--- src/rtl/lif_synapse_driver.sv ---
// Synaptic current driver for a LIF neuron: serially sums spiked weights, leaks, saturates to 8 bits.
// Spike accept to current update is N_IN+1 edges; spike_ready_o is low from accept until back in IDLE.
module lif_synapse_driver #(
  parameter int         N_IN        = 4,
  parameter int         AW          = 2,
  parameter int         DECAY_SHIFT = 2,
  parameter logic [7:0] W_RESET     = 8'd0
) (
  input  logic            clk_i,
  input  logic            reset_i,
  input  logic [N_IN-1:0] spike_in_i,
  input  logic            spike_valid_i,
  output logic            spike_ready_o,
  input  logic            decay_tick_i,
  input  logic            w_we_i,
  input  logic [AW-1:0]   w_addr_i,
  input  logic [7:0]      w_data_i,
  output logic [7:0]      current_o,
  output logic            current_valid_o,
  output logic            sat_flag_o
);

  localparam int ACW = 8 + AW + 1;
  localparam int SW  = 8 + AW + 2;

  typedef enum logic [1:0] {IDLE, ACCUM, UPD, UPD_D} state_t;

  state_t            state_q, state_d;
  logic [AW-1:0]     idx_q, idx_d;
  logic [ACW-1:0]    acc_q, acc_d;
  logic [N_IN-1:0]   spikes_q, spikes_d;
  logic [7:0]        current_q, current_d;
  logic              valid_q, valid_d;
  logic              sat_q, sat_d;
  logic [7:0]        w_q [N_IN];

  logic [7:0]        leak;
  logic [ACW-1:0]    addend;
  logic [SW-1:0]     sum;

  // A shift of zero means no leak rather than a full drain.
  assign leak   = (DECAY_SHIFT == 0) ? 8'd0 : (current_q >> DECAY_SHIFT);
  assign addend = spikes_q[idx_q] ? {{(ACW-8){1'b0}}, w_q[idx_q]} : '0;
  assign sum    = {{(SW-8){1'b0}}, current_q} - {{(SW-8){1'b0}}, leak} + {1'b0, acc_q};

  assign spike_ready_o   = (state_q == IDLE) && !reset_i;
  assign current_o       = current_q;
  assign current_valid_o = valid_q;
  assign sat_flag_o      = sat_q;

  always_comb begin
    state_d   = state_q;
    idx_d     = idx_q;
    acc_d     = acc_q;
    spikes_d  = spikes_q;
    current_d = current_q;
    valid_d   = 1'b0;
    sat_d     = 1'b0;
    case (state_q)
      IDLE: begin
        // A tick coinciding with an accept is absorbed: the spike update already leaks.
        if (spike_valid_i) begin
          state_d  = ACCUM;
          idx_d    = '0;
          acc_d    = '0;
          spikes_d = spike_in_i;
        end else if (decay_tick_i) begin
          state_d = UPD_D;
        end
      end
      ACCUM: begin
        acc_d = acc_q + addend;
        idx_d = idx_q + 1'b1;
        if (idx_q == AW'(N_IN - 1)) begin
          state_d = UPD;
        end
      end
      UPD: begin
        current_d = (sum > SW'(255)) ? 8'hFF : sum[7:0];
        valid_d   = 1'b1;
        sat_d     = (sum > SW'(255));
        state_d   = IDLE;
      end
      UPD_D: begin
        current_d = current_q - leak;
        valid_d   = 1'b1;
        state_d   = IDLE;
      end
      default: state_d = IDLE;
    endcase
  end

  always_ff @(posedge clk_i) begin
    if (reset_i) begin
      state_q   <= IDLE;
      idx_q     <= '0;
      acc_q     <= '0;
      spikes_q  <= '0;
      current_q <= 8'd0;
      valid_q   <= 1'b0;
      sat_q     <= 1'b0;
    end else begin
      state_q   <= state_d;
      idx_q     <= idx_d;
      acc_q     <= acc_d;
      spikes_q  <= spikes_d;
      current_q <= current_d;
      valid_q   <= valid_d;
      sat_q     <= sat_d;
    end
  end

  // Writes land on the edge, so an ACCUM read of the same index sees the old weight.
  always_ff @(posedge clk_i) begin
    if (reset_i) begin
      for (int i = 0; i < N_IN; i++) begin
        w_q[i] <= W_RESET;
      end
    end else if (w_we_i && (32'(w_addr_i) < 32'(N_IN))) begin
      w_q[w_addr_i] <= w_data_i;
    end
  end

endmodule
--- config.mk ---
export PLATFORM = sky130hd
export DESIGN_NAME = lif_synapse_driver
export DESIGN_NICKNAME = d
export VERILOG_FILES = /design/src/rtl/lif_synapse_driver.sv
export SDC_FILE = /design/constraint.sdc
export NUM_CORES = 1
export LEC_CHECK = 0
export CORE_MARGIN = 1
export CORE_UTILIZATION = 30
export CTS_CLUSTER_DIAMETER = 200
export CTS_CLUSTER_SIZE = 25
export DETAILED_ROUTE_END_ITERATION = 7
export DONT_BUFFER_PORTS = 1
export PLACE_DENSITY_LB_ADDON = 0.12
export SKIP_CTS_REPAIR_TIMING = 1
export SLEW_MARGIN = 10
export SYNTH_ARGS = -nofsm -noshare
export SYNTH_HDL_FRONTEND = slang
export SYNTH_SLANG_ARGS = --single-unit
--- constraint.sdc ---
create_clock -name clk_i -period 3.41 [get_ports clk_i]
set_input_delay 0.682 -clock clk_i [delete_from_list [all_inputs] [get_ports clk_i]]
set_output_delay 0.682 -clock clk_i [all_outputs]
set_load 0.01 [all_outputs]
**Word level (Yosys, flattened, before mapping)**

Memory sizes are Yosys's and may differ from the RTL's. A register that Yosys moved wholly into a read port is not among the register bits.
Index checks and enable logic that the tools add are counted.

- Bits in registers: 29
- RAM bits: 32
- Input bits: 19
- Output and inout port bits: 11
- Word-level logic and storage cells: 58
- Memories: 1

- $add $sub $neg: 5
- Magnitude comparators: 2
- Eq/ne operators: 7
- Mux-type cells: 24
- Bitwise logic cells: 1
- Reductions and logical operators: 11

Memories:

| memory | words | bits a word | read ports | clocked after memory_dff | write ports | RTL line | source |
|---|---|---|---|---|---|---|---|
| w_q | 4 | 8 | 1 | 1 | 4 | 35 | `logic [7:0] w_q [N_IN];` |

Operators by type and width:

| cell | count |
|---|---|
| two-way mux 8 bit | 3 |
| one-hot mux 11 bit (2 select lines) | 1 |
| one-hot mux 8 bit (2 select lines) | 1 |
| two-way mux 2 bit | 7 |
| adder 12 x 11 -> 12 bit | 1 |
| greater-than comparator 12 x 8 -> 1 bit, second input constant | 1 |
| adder 11 x 8 -> 11 bit | 1 |
| two-way mux 11 bit | 1 |
| subtractor 8 x 6 -> 9 bit | 1 |
| two-way mux 1 bit | 8 |
| OR reduction 8 bit | 1 |
| subtractor 8 x 6 -> 8 bit | 1 |
| == test 2 bit, second input constant | 3 |
| one-hot mux 2 bit (3 select lines) | 1 |
| AND reduction 2 bit | 3 |
| != test 2 bit, second input constant | 2 |
| one-hot mux 2 bit (2 select lines) | 1 |
| nonzero test 2 bit | 2 |
| OR reduction 2 bit | 2 |
| less-than comparator 2 x 3 -> 1 bit, second input constant | 1 |
| != test 3 bit, second input constant | 1 |
| adder 2 x 1 -> 2 bit, second input constant | 1 |
| binary-select mux 1 bit (select 2 bit) | 1 |
| == test 2 x 1 -> 1 bit, second input constant | 1 |
| other kinds (4) | 4 |

**Depth between registers and ports, before layout**

- Word-level depth: 5
- Gate-level depth with buffers: 17
- Gate-level depth less buffers: 17

**Least setup slack after synthesis**

Ideal clock, no wire load.

- Path type: register to register
- From: register current_q[3], in the netlist current_o[3]
- To: register current_q[2], in the netlist current_o[2]
- Arrival time: 3.536 ns
- Required time: 3.262 ns
- Slack: -0.274 ns
- Stages on the path, launching flop included: 16
- Path buffers: 0
- Clock period less this slack: 3.684 ns
- Path through: dfxtp_1 > inv_1 > ha_1 > nor2b_4 > o21a_1 > o21a_1 > o31a_1 > or3_4 > xnor2_1 > ha_1 > and2_1 > or4_1 > mux2i_1 > a221oi_1 > nor4_4 > a311oi_1

- Cells in the longest elaborated chain, start to end: 5

RTL lines:

| item | RTL line | source |
|---|---|---|
| start, declared | 32 | `logic [7:0] current_q, current_d;` |
| start signal, assigned | 107 | `current_q <= current_d;` |
| subtractor 8 x 6 -> 9 bit | 44 | `assign sum = {{(SW-8){1'b0}}, current_q} - {{(SW-8){1'b0}}, leak} + {1'b0, acc_q};` |
| adder 12 x 11 -> 12 bit | 44 |  |
| greater-than comparator 12 x 8 -> 1 bit | 79 | `current_d = (sum > SW'(255)) ? 8'hFF : sum[7:0];` |
| two-way mux 8 bit | 79 |  |
| one-hot mux 8 bit (2 select lines) (*) | 59 | `case (state_q)` |

Every way passes the cells marked *; elsewhere a longest branch is shown, timed or not.
A chain may end at the register's enable or synchronous reset.

**Worst setup path after layout**

Same ends and word-level chain as after synthesis.

==> results.md <==
* Fillers at 1248
* Slew Viols, Final at 0
* Hold_ws at 0.427 ns
* Non-Filler Instances at 589
* Final setup fails at 9
* EDFF count, synth at 32
* CTS Buffer Depth at 2
* Via density at 4.89
* Worst-Margin Slew at 0.757 ns
* Tot Pwr at approximately 2.8 mW
* Sw Share at approximately 30%
* Worst Path Max Fanout at 5
* Crit Path Class: reg -> reg
* Total Wirelength at roughly 9.2 mm
* Final worst-path cycle share at 105%
* Antenna cells at 0
* Run status: finished with violations
* Worst Setup EP: current_o[2]
* Placed cell area at roughly 4300 um^2
* Vias in the first global route at ~2900
* Internal power at between 1.5 and 2 mW
* Max-slew headroom at 49.4%
* Worst path bufs/invs at 2
* Antenna-violating nets left at 0
* Critical path's top delay family: simple AND/OR/NAND/NOR gates
* Worst setup path startpoint: current_o[3]
* Commonest cells after routing, fill and taps aside: 38 x buf_4, 34 x and2_1, 32 x edfxtp_1, 28 x ha_1, 27 x nand2_1
* Reg power frac at 31.1%
* Pre-antenna DRT Iters at 5
* Global-route wire length before repair at between 10 and 15 mm
* Power Density at roughly 600 nW/um^2
* Setup TNS at -1.32 ns
* Share of flip-flops with an asynchronous set or reset at 0%
* Wire length per cell at 15.6 um
* Clk root buf: clkbuf_16
* Min-delay worst type: in -> reg
* Clk pwr share at 34.6%
* Tot GR Track Use at between 10% and 20%
* Most common library cell in the layout ignoring fill and taps: buf_4
* Max incr delay on CP at 0.40 ns
* Clock Latency Late Sink at 0.33 ns
* Final WS setup at -0.179 ns
* Most used cell along the critical path: o21a_1
* Max-cap viol count at 0
* Chip Width at 115 um
* Crit path DAT at 3.79 ns
* Syn_nets at 431
* Gate power share at 34.3%
* Worst r2r path cells at 16
* Die Y-Extent at 115 um
* Via count at 2882
* R2R Path Start: current_o[3]
* Synth unique cells at 53
* Area growth from synthesis to layout at 21.4%
* R2R setup slack at -0.18 ns
* # placed instances at roughly 570
* Final core utilization at a little under two fifths
* Worst slack, placed at -0.173 ns
* Switching pwr at 848 uW
* Core box area at ~12000 um^2
* Fin crit period at 3.59 ns
* Antenna violations before repair at 0
* Levels on crit path at 16
* Yosys warnings at 0
* Maximum number of pins on one net before global-route repair at 30
* TritonCTS Buffers at 9
* Final instance area at between 4000 and 5000 um^2
* Total grt overflow at 0
* RR Endpoint: current_o[2]
* Static leakage at 1.89 nW
* CP Data Required Time at roughly 3.6 ns
* DP HPWL at 6.67 mm
* DRC viols at 0
* Initial DRC count at 98
* VDD IR max at around 0.3 mV
* Synthesized flop and latch total at 63
* CTS tree: built
* Initial Utilization at a little under a third
* H-tree depth at 3
* # rows at 40
* Failing checks: negative setup slack
* Share of layout cells above drive strength 1 at around a fifth
* Critical-path top delay cell: or4_4
* Crit path cell chain: inv_4 > ha_4 > nor2b_4 > o21a_1 > o21a_1 > o31a_1 > or3_4 > xnor2_2 > ha_1 > and2_4 > or4_4 > mux2i_1 > a221oi_2 > nor4_4 > buf_6 > a311oi_2
* Clock transition at path regs at 0.05 ns
* Avg Cell Area, Syn at 10.1 um^2
* Peak Freq at 0.279 GHz
* Top_reg_cell synth: edfxtp_1
* Post-Syn Area at 3850 um^2
* Endpoints failing hold at 0
* Mapped Cells at 380
* Final Net Count at about 470
* Startpoint Class: flip-flop
* Sequential-to-total area share from yosys stat at 41.1%
* Crit. End Element: flip-flop
* Unrepaired setup endpoints after global routing: true
* I/O Buffers at 0
* Placer Congestion at 0.804
* Clock Sinks at 63
* DIE AREA at 13300 um^2
* Setup Skew at 0.00661 ns
* Ports at 30
-- power groups by stage --
stage,registers (mW),clock network (mW),logic (mW)
after CTS,0.875,1.00,0.899
after global placement,0.890,0,0.883
final,0.874,0.974,0.963
after floorplan,0.886,0,0.575
after detailed placement,0.891,0,0.890
after global routing,0.880,1.02,1.07
-- cells in the mapped netlist (all sizes together) (3+ instances only) --
library cell   n  share of area (%)
nor3           6               0.78
xor2           9                2.0
inv           17                1.7
nor2b         13                2.3
o21bai         3               0.59
fa             3                1.6
and2          35                5.7
o21ai         17                2.2
a31oi          8                1.3
a21oi         19                2.5
nand2b         4               0.65
nand3          9                1.2
a21o          10                2.0
buf            3               0.88
a211oi         5               0.98
xnor2          9                2.0
dfxtp         31                 16
o21a           3               0.59
nand2         27                2.6
nor4           3                1.0
clkbuf        10               0.98
edfxtp        32                 25
mux4           8                4.7
o22ai          3               0.49
nor2          24                2.3
a22oi          8                1.6
o221ai         4               0.91
ha            29                9.4
-- cell families (layout without fill, tap and decap cells) --
family          Yosys count  after routing  share of synthesized area, %
compound gates           89             89                          15.1
xor+xnor                 18             18                          4.10
fa+ha+maj                32             32                          11.0
buf+inv                  31             72                          3.61
flops                    63             63                          41.1
mux                      12             12                          5.79
simple gates            135            135                          19.3
-- layout make-up --
cell class              count  area, um^2  area share, %
clock buffers               9         225           4.82
clock inverters             6        86.3           1.85
inverters                  18        70.1           1.50
multi-input cells         286        2190           46.9
flip-flops and latches     63        1590           34.1
well taps                 168         210           4.50
repair buffers             39         297           6.35
-- layer usage --
metal	vias to the layer above	wire length, um	global-route usage (%)
met5	-	0	0
met1	1358	3980	17.1
li1	1463	-	-
met2	50	4700	26.2
met4	0	138	5.97
met3	11	343	3.80
-- worst reg2reg max path, delay by kind of cell (launching register included) --
kind	cells	cell delay, ns
multiplexers	1	0.17
XOR/XNOR	1	0.15
AND/OR/NAND/NOR	5	1.23
AO/OA/AOI/OAI	5	0.77
adder cells (fa/ha/maj)	2	0.56
flip-flops	1	0.35
buffers and inverters	2	0.21
-- flip-flops by register name, summed over array words and instances (netlist names), named ones only --
name / count
spikes_q: 4
w_q: 32
sat_flag_o: 1
current_valid_o: 1
state_q: 2
current_o: 8
idx_q: 2
acc_q: 11
-- worst min path at each step --
stage	start	endpoint	depth (start not counted)
final	reset_i	current_o[2]	1
after global routing	reset_i	current_o[2]	1
after CTS	reset_i	current_o[2]	1
after detailed placement	spikes_q[1]	spikes_q[1]	2
after global placement	spikes_q[3]	spikes_q[3]	2
after floorplan	spikes_q[1]	spikes_q[1]	2
Note: power is estimated with default switching activity, not from simulation.
